[src/rtl/imem_loader_pkg.sv]
// Shared types for the instruction-memory boot loader.
package imem_loader_pkg;
  localparam int BYTES_PER_WORD = 4;

  typedef enum logic [2:0] {LEN_HI, LEN_LO, DATA, CHK, DONE, ERR} state_t;

  // States in which the loader takes stream bytes.
  function automatic logic accepts(state_t s);
    return (s == LEN_HI) || (s == LEN_LO) || (s == DATA) || (s == CHK);
  endfunction
endpackage

[src/rtl/byte_packer.sv]
// Packs a byte stream MSB-first into 32-bit words; word_ready marks the 4th byte.
module byte_packer
  import imem_loader_pkg::*;
(
  input  logic        clk,
  input  logic        rst_n,
  input  logic        clr,
  input  logic        push,
  input  logic [7:0]  data,
  output logic [31:0] word,
  output logic        word_ready
);
  logic [23:0] sh;
  logic [1:0]  idx;

  // The completed word is presented combinationally alongside the 4th byte.
  assign word_ready = push && (idx == 2'(BYTES_PER_WORD - 1));
  assign word       = {sh, data};

  always_ff @(posedge clk or negedge rst_n) begin
    if (!rst_n) begin
      sh  <= '0;
      idx <= '0;
    end else if (clr) begin
      sh  <= '0;
      idx <= '0;
    end else if (push) begin
      sh  <= {sh[15:0], data};
      idx <= idx + 2'd1;
    end
  end
endmodule

[src/rtl/imem_loader.sv]
// Boot-time instruction memory writer; holds the CPU stalled until the image is in.
// Optional trailing XOR checksum byte enabled by defining IMEM_LOADER_CHECKSUM_EN.
module imem_loader
  import imem_loader_pkg::*;
#(
  parameter logic [31:0] BASE_ADDR = 32'h0000_0000,
  parameter int          MAX_WORDS = 64
) (
  input  logic        clk,
  input  logic        rst_n,
  input  logic        in_valid,
  input  logic [7:0]  in_data,
  output logic        in_ready,
  input  logic        load_req,
  output logic        imem_we,
  output logic [31:0] imem_addr,
  output logic [31:0] imem_wd,
  output logic        cpu_run,
  output logic        err
);
  localparam logic [16:0] MAX_W = 17'(MAX_WORDS);

`ifdef IMEM_LOADER_CHECKSUM_EN
  localparam state_t DATA_END = CHK;
  logic [7:0] chk;
`else
  localparam state_t DATA_END = DONE;
`endif

  state_t      state, nxt;
  logic [15:0] len, k, len_n;
  logic        fire, restart, word_ready;
  logic [31:0] word;

  assign fire    = in_valid && in_ready;
  assign restart = load_req && (state == DONE || state == ERR);
  assign len_n   = {len[15:8], in_data};

  byte_packer u_packer (
    .clk       (clk),
    .rst_n     (rst_n),
    .clr       (restart),
    .push      (fire && state == DATA),
    .data      (in_data),
    .word      (word),
    .word_ready(word_ready)
  );

  always_comb begin
    nxt = state;
    if (restart) nxt = LEN_HI;
    else if (fire) begin
      case (state)
        LEN_HI: nxt = LEN_LO;
        LEN_LO: begin
          if ({1'b0, len_n} > MAX_W) nxt = ERR;
          else if (len_n == 16'd0)   nxt = DATA_END;
          else                       nxt = DATA;
        end
        DATA: if (word_ready && k == len - 16'd1) nxt = DATA_END;
`ifdef IMEM_LOADER_CHECKSUM_EN
        CHK: nxt = (in_data == chk) ? DONE : ERR;
`endif
        default: ;
      endcase
    end
  end

  // Status outputs are registered from the next state so they change with it.
  always_ff @(posedge clk or negedge rst_n) begin
    if (!rst_n) begin
      state     <= LEN_HI;
      in_ready  <= 1'b1;
      imem_we   <= 1'b0;
      imem_addr <= BASE_ADDR;
      imem_wd   <= '0;
      cpu_run   <= 1'b0;
      err       <= 1'b0;
      len       <= '0;
      k         <= '0;
`ifdef IMEM_LOADER_CHECKSUM_EN
      chk       <= '0;
`endif
    end else begin
      state    <= nxt;
      in_ready <= accepts(nxt);
      cpu_run  <= (nxt == DONE);
      err      <= (nxt == ERR);
      imem_we  <= 1'b0;
      if (restart) begin
        len <= '0;
        k   <= '0;
`ifdef IMEM_LOADER_CHECKSUM_EN
        chk <= '0;
`endif
      end else if (fire) begin
`ifdef IMEM_LOADER_CHECKSUM_EN
        chk <= chk ^ in_data;
`endif
        if (state == LEN_HI) len[15:8] <= in_data;
        if (state == LEN_LO) begin
          len[7:0] <= in_data;
          k        <= '0;
        end
        if (word_ready) begin
          imem_we   <= 1'b1;
          imem_addr <= BASE_ADDR + {14'd0, k, 2'b00};
          imem_wd   <= word;
          k         <= k + 16'd1;
        end
      end
    end
  end
endmodule

[config.mk]
export PLATFORM = sky130hd
export DESIGN_NAME = imem_loader
export DESIGN_NICKNAME = d
export VERILOG_FILES = /design/src/rtl/imem_loader_pkg.sv /design/src/rtl/byte_packer.sv /design/src/rtl/imem_loader.sv
export SDC_FILE = /design/constraint.sdc
export NUM_CORES = 1
export LEC_CHECK = 0
export CORE_ASPECT_RATIO = 1.5
export CORE_MARGIN = 5
export CORE_UTILIZATION = 50
export DETAILED_ROUTE_END_ITERATION = 10
export GPL_TIMING_DRIVEN = 1
export PLACE_DENSITY = 0.78
export SLEW_MARGIN = 20
export SYNTH_ARGS = -nofsm -noshare
export SYNTH_HDL_FRONTEND = slang
export SYNTH_SLANG_ARGS = --single-unit
[constraint.sdc]
create_clock -name clk -period 4.19 [get_ports clk]
set_input_delay 0.838 -clock clk [delete_from_list [all_inputs] [get_ports clk]]
set_output_delay 0.838 -clock clk [all_outputs]
set_load 0.005 [all_outputs]
# After elaboration in Yosys (flattened, before gate mapping)
# Index checks and enable logic that the tools add are counted.
totals:
  word_cells: 70
  register_bits: 113
classes:
  add_sub_neg: 3
  n_lt_le_gt_ge: 1
  n_reduce_logical: 21
  bitwise: 1
  mux: 21
  eq_ne: 11
ops:
  columns: ["operator", "count"]
  rows:
  - ["2-to-1 mux 16 bit", 6]
  - ["2-to-1 mux 24 bit", 2]
  - ["adder 16 x 1 -> 16 bit, second input constant", 1]
  - ["== test 16 bit", 1]
  - ["> comparator 16 x 7 -> 1 bit, second input constant", 1]
  - ["zero test 16 bit", 1]
  - ["2-to-1 mux 8 bit", 2]
  - ["subtractor 16 x 1 -> 16 bit, second input constant", 1]
  - ["2-to-1 mux 3 bit", 5]
  - ["== test 3 bit, second input constant", 4]
  - ["== test 3 x 2 -> 1 bit, second input constant", 3]
  - ["one-hot mux 3 bit (3 select lines)", 1]
  - ["nonzero test 2 bit", 4]
  - ["== test 3 x 1 -> 1 bit, second input constant", 2]
  - ["zero test 3 bit", 2]
  - ["AND reduction 2 bit", 3]
  - ["logical AND 1 bit", 5]
  - ["logical OR 1 bit", 4]
  - ["2-to-1 mux 2 bit", 2]
  - ["2-to-1 mux 1 bit", 3]
  - ["AND reduction 3 bit", 1]
  - ["nonzero test 3 bit", 1]
  - ["adder 2 x 1 -> 2 bit, second input constant", 1]
  - ["== test 2 bit, second input constant", 1]
  - ["NOT 1 bit", 1]

# Longest topological paths before layout
logic_depth:
  word_depth: 12
  ltp_mapped: 8
  depth_no_buf: 8

# Cells and area by module
# From an unflattened synthesis, not the netlist that was laid out.
hier_totals:
  cells_unflattened: 582
  hier_area_um2: 5456.5
by_module_without_submodules:
  columns: ["module", "n_inst", "seq_area_each_um2", "cells_per_inst", "area_per_inst_um2"]
  rows:
  - ["imem_loader", 1, 2178.3, 488, 4302.9]
  - ["byte_packer", 1, 650.6, 94, 1153.6]

# Worst setup path before layout
# Ideal clock, no wire load.
synth_timing:
  path_type: "input-to-reg"
  start: "input in_data[5]"
  end: "register in_ready"
  t_arrival_ns: 2.283
  path_stages: 5
  path_slack_ns: 1.829
  cell_sequence: "or4_1 nor4_2 nor3_1 or3_2 and3_1"
synth_via:
  elab_chain_cells: 10
synth_rtl:
  columns: ["element", "line_no", "text"]
  rows:
  - ["start: declaration", "imem_loader.sv:12", "input logic [7:0] in_data,"]
  - ["branches (longest 2 deep; another with > comparator 16 x 7 -> 1 bit)", null, null]
  - ["2-to-1 mux 3 bit (*)", "imem_loader.sv:56", "if ({1'b0, len_n} > MAX_W) nxt = ERR;"]
  - ["one-hot mux 3 bit (3 select lines) (*)", "imem_loader.sv:53", "case (state)"]
  - ["2-to-1 mux 3 bit (*)", "imem_loader.sv:52", "else if (fire) begin"]
  - ["2-to-1 mux 3 bit (*)", "imem_loader.sv:51", "if (restart) nxt = LEN_HI;"]
  - ["== test 3 x 1 -> 1 bit / zero test 3 bit (equally long branches)", "imem_loader_pkg.sv:9", "return (s == LEN_HI) || (s == LEN_LO) || (s == DATA) || (s == CHK);"]
  - ["logical OR 1 bit (2 in series)", "imem_loader_pkg.sv:9", null]
  - ["logical OR 1 bit (*)", "imem_loader_pkg.sv:9", null]
  - ["end signal: assignment", "imem_loader.sv:86", "in_ready <= accepts(nxt);"]
  - ["end: declaration", "imem_loader.sv:13", "output logic in_ready,"]
# Mark *: on every way between the ends.
# A chain may end at the register's enable or synchronous reset.

# Worst setup path after layout
layout_timing:
  start: "input in_valid"
  end: "register imem_wd[1]"
layout_via:
  elab_chain_cells: 4
layout_rtl:
  columns: ["element", "line_no", "text"]
  rows:
  - ["start: declaration", "imem_loader.sv:11", "input logic in_valid,"]
  - ["logical AND 1 bit (*)", "imem_loader.sv:35", "assign fire = in_valid && in_ready;"]
  - ["logical AND 1 bit", "imem_loader.sv:43", ".push (fire && state == DATA),"]
  - ["logical AND 1 bit", "byte_packer.sv:17", "assign word_ready = push && (idx == 2'(BYTES_PER_WORD - 1));"]
  - ["AND reduction 3 bit (no line) (*)", null, null]
  - ["end signal: assignment", "imem_loader.sv:108", "imem_wd <= word;"]
  - ["end: declaration", "imem_loader.sv:17", "output logic [31:0] imem_wd,"]
# Mark *: on every way between the ends. The rest lies on a longest branch, timed or not.

==> reports/qor.yml <==
synth:
  yosys.area.top_type_share: 0.517
  synth_cells: 491
  synth_compound_area_frac: 0.0596
  yosys.area_share.adder: 0.00693
  synth_commonest_cells: "112 x dfrtp_1, 73 x nand2_1, 43 x mux2_1"
  ys_ff_latch: 113
  synth_flop_cell: "dfrtp_1"
  yosys.area_share.simple: 0.191
  synth_cell_types: 68
  syn_area_um2: 5420
  post_synth_xor_area_fraction: 0.0501
  synth_edf_count: 0
  synth_warnings: 0
  synth.area.mux_share: 0.114
  synth.largest_area_cell: "dfrtp_1"
  synth_top_family_by_area: "simple AND/OR/NAND/NOR gates"
  async_reset_ff_frac: 1.00
  seq_area_frac_synth: 0.522
  syn_area_per_cell_um2: 11.0
  yosysMostFrequentCell: "dfrtp_1"
  synth_area_leaders: "dfrtp_1 52%, mux2_1 8.9%, nand2_1 5.1%"
sta:
  slew_headroom: 0.354
  finalHoldViolCount: 0
  finalSetupViolations: 0
  fin_ws_ns: 1.45
  maxSlewViolCount: 0
  rsz0062_at_grt: "no"
  fin_skew_ns: 0.00748
  min_period_ns: 2.74
  fin_crit_sh: 0.655
  fmax_mhz: 365
  tightestPinTransition_ns: 0.969
  finalSetupTns_ns: 0
pwr:
  peakVddDrop_mv: 0.328
  p_leak_uw: 0.00316
  powerDensity_nw_per_um2: 548
clock_network:
  htree_levels: 4
  clockRootBuffer: "clkbuf_16"
  post_cts_resized: 0
  cts_hold_buffers: 0
  clock_latency_ns: 0.41
  cts_max_path_buffers: 2
  cts_tree: "done"
  clkTransAtPathRegs_ns: 0.06
  cts_setup_buffers: 0
  cts_sinks: 113
  cts-buffers-inserted: 17
critical_path:
  cp_data_required_time_ns: 4.48
  critPathMaxStageDelay_ns: 0.56
  slowest_stage: "buf_4"
  critPathKind: "primary input to register"
  worst_ep_arrival_time_ns: 3.03
  end_kind: "register"
  crit_path_cell_trace: "clkdlybuf4s50_1 -> nand4b_1 -> nor2_4 -> buf_4 -> mux2_1"
  worstPathMaxFanout: 43
  worstSetupStartpointType: "primary input"
layout:
  final_nets: 567
  fill_cells: 880
  layout-drive-gt1-share: 0.113
  syn_to_final_growth_pct: 21.8
  antenna_cells: 0
  fin_area_um2: 6600
die:
  dieArea_um2: 13100
  core_um2: 10600
  die_h_um: 138
  die_w_um: 95
  row_count: 46
  initial_core_util: 0.512
  ios: 80
run_status:
  outcome: "complete, no violations"
placed_design:
  routabilityCongestion: 0.849
  port-buffer-count: 63
  post-place-ws_ns: 1.00
  dp_hpwl_um: 8010
  postPlaceCellArea_um2: 6040
global_route:
  grt_pass1_vias: 3814
  top_usage_layer: "met2"
  antenna_found_initial: 0
  use_met3: 0.0415
  met2_usage: 0.327
  use_met1: 0.244
  grt.total_usage: 0.194
  gr-total-overflow: 0
  grt_max_degree: 90
  grt_pass1_wl_um: 19500
run:
  cap_viol_max_count: 0
drt:
  wl_per_cell_um: 16.5
  drt_iter0_drc: 225
  first_pass_iters: 4
  drcViolationCount: 0
  viasPerCell: 5.40
  vias: 3827
  routed_wl_um: 11700
  postRouteAntennaNets: 0
min_path:
  hp-class: "register to register"
==> registers in the layout (all words and copies together) (netlist names) <==
register      cells
u_packer.sh      24
state             3
len              16
k                16
err               1
u_packer.idx      2
imem_wd          32
imem_we           1
cpu_run           1
in_ready          1
imem_addr        16
==> through the flow <==
step	instances	total power, uW	util	hold slack [ns]
2_1_floorplan	506	2120	-	0.456
3_3_place_gp	677	2270	0.571	0.467
3_5_place_dp	677	2300	0.571	0.474
4_1_cts	709	3640	0.623	0.487
5_1_grt	709	3820	0.623	0.505
6_report	709	3620	0.623	0.482
==> layout make-up <==
| type | instances | area [um^2] | area share |
|---|---|---|---|
| Sequential cell | 113 | 2830 | 0.428 |
| Multi-Input combinational cell | 348 | 2350 | 0.357 |
| Timing Repair Buffer | 68 | 669 | 0.101 |
| Clock buffer | 17 | 425 | 0.0644 |
| Tap cell | 144 | 180 | 0.0273 |
| Clock inverter | 15 | 129 | 0.0195 |
| Inverter | 4 | 15.0 | 0.00227 |
==> path summary, 6_finish.rpt <==
kind	from	to	slack, ns	cells past startpoint
setup / recovery	in_valid	imem_wd[1]	1.45	5
hold / removal	imem_wd[30]	imem_wd[30]	0.48	1
setup reg to reg	len[0]	in_ready	1.80	8
hold reg to reg	imem_wd[30]	imem_wd[30]	0.48	1
max in group asynchronous	rst_n	k[3]	2.87	2
min in group asynchronous	rst_n	imem_wd[22]	0.50	1
==> layer usage <==
metal,wire (um),part of all wire
met1,4980,0.42
met2,6210,0.53
met3,380,0.032
met4,156,0.013
met5,0,0
==> logic make-up after synthesis <==
kind of cell / Yosys count
simple gates: 195
flops: 113
mux: 56
compound gates: 47
buf+inv: 45
xor+xnor: 31
fa+ha+maj: 3
other cells: 1
==> critical path: cells and delay by family <==
family	cells	cell delay, ns
simple gates	2	0.69
buf+inv	2	1.08
mux	1	0.38
==> report_power, final <==
part / total (uW) / switching (uW) / internal [uW] / leakage [uW]
clock network: 1330 / 556 / 772 / 0.000270
registers: 1490 / 235 / 1260 / 0.00155
logic: 801 / 451 / 350 / 0.00134
==> cells in the final DEF (no fill, tap or decap), types with 12 or more instances in the layout <==
cell,count
dfrtp_1,112
xor2_1,17
a21oi_1,12
xnor2_1,14
nand3_1,38
mux2_1,43
clkdlybuf4s50_1,62
conb_1,16
nand2_1,73
clkbuf_16,17
nor2_1,32
No activity file was read; power rests on OpenSTA's default activity.
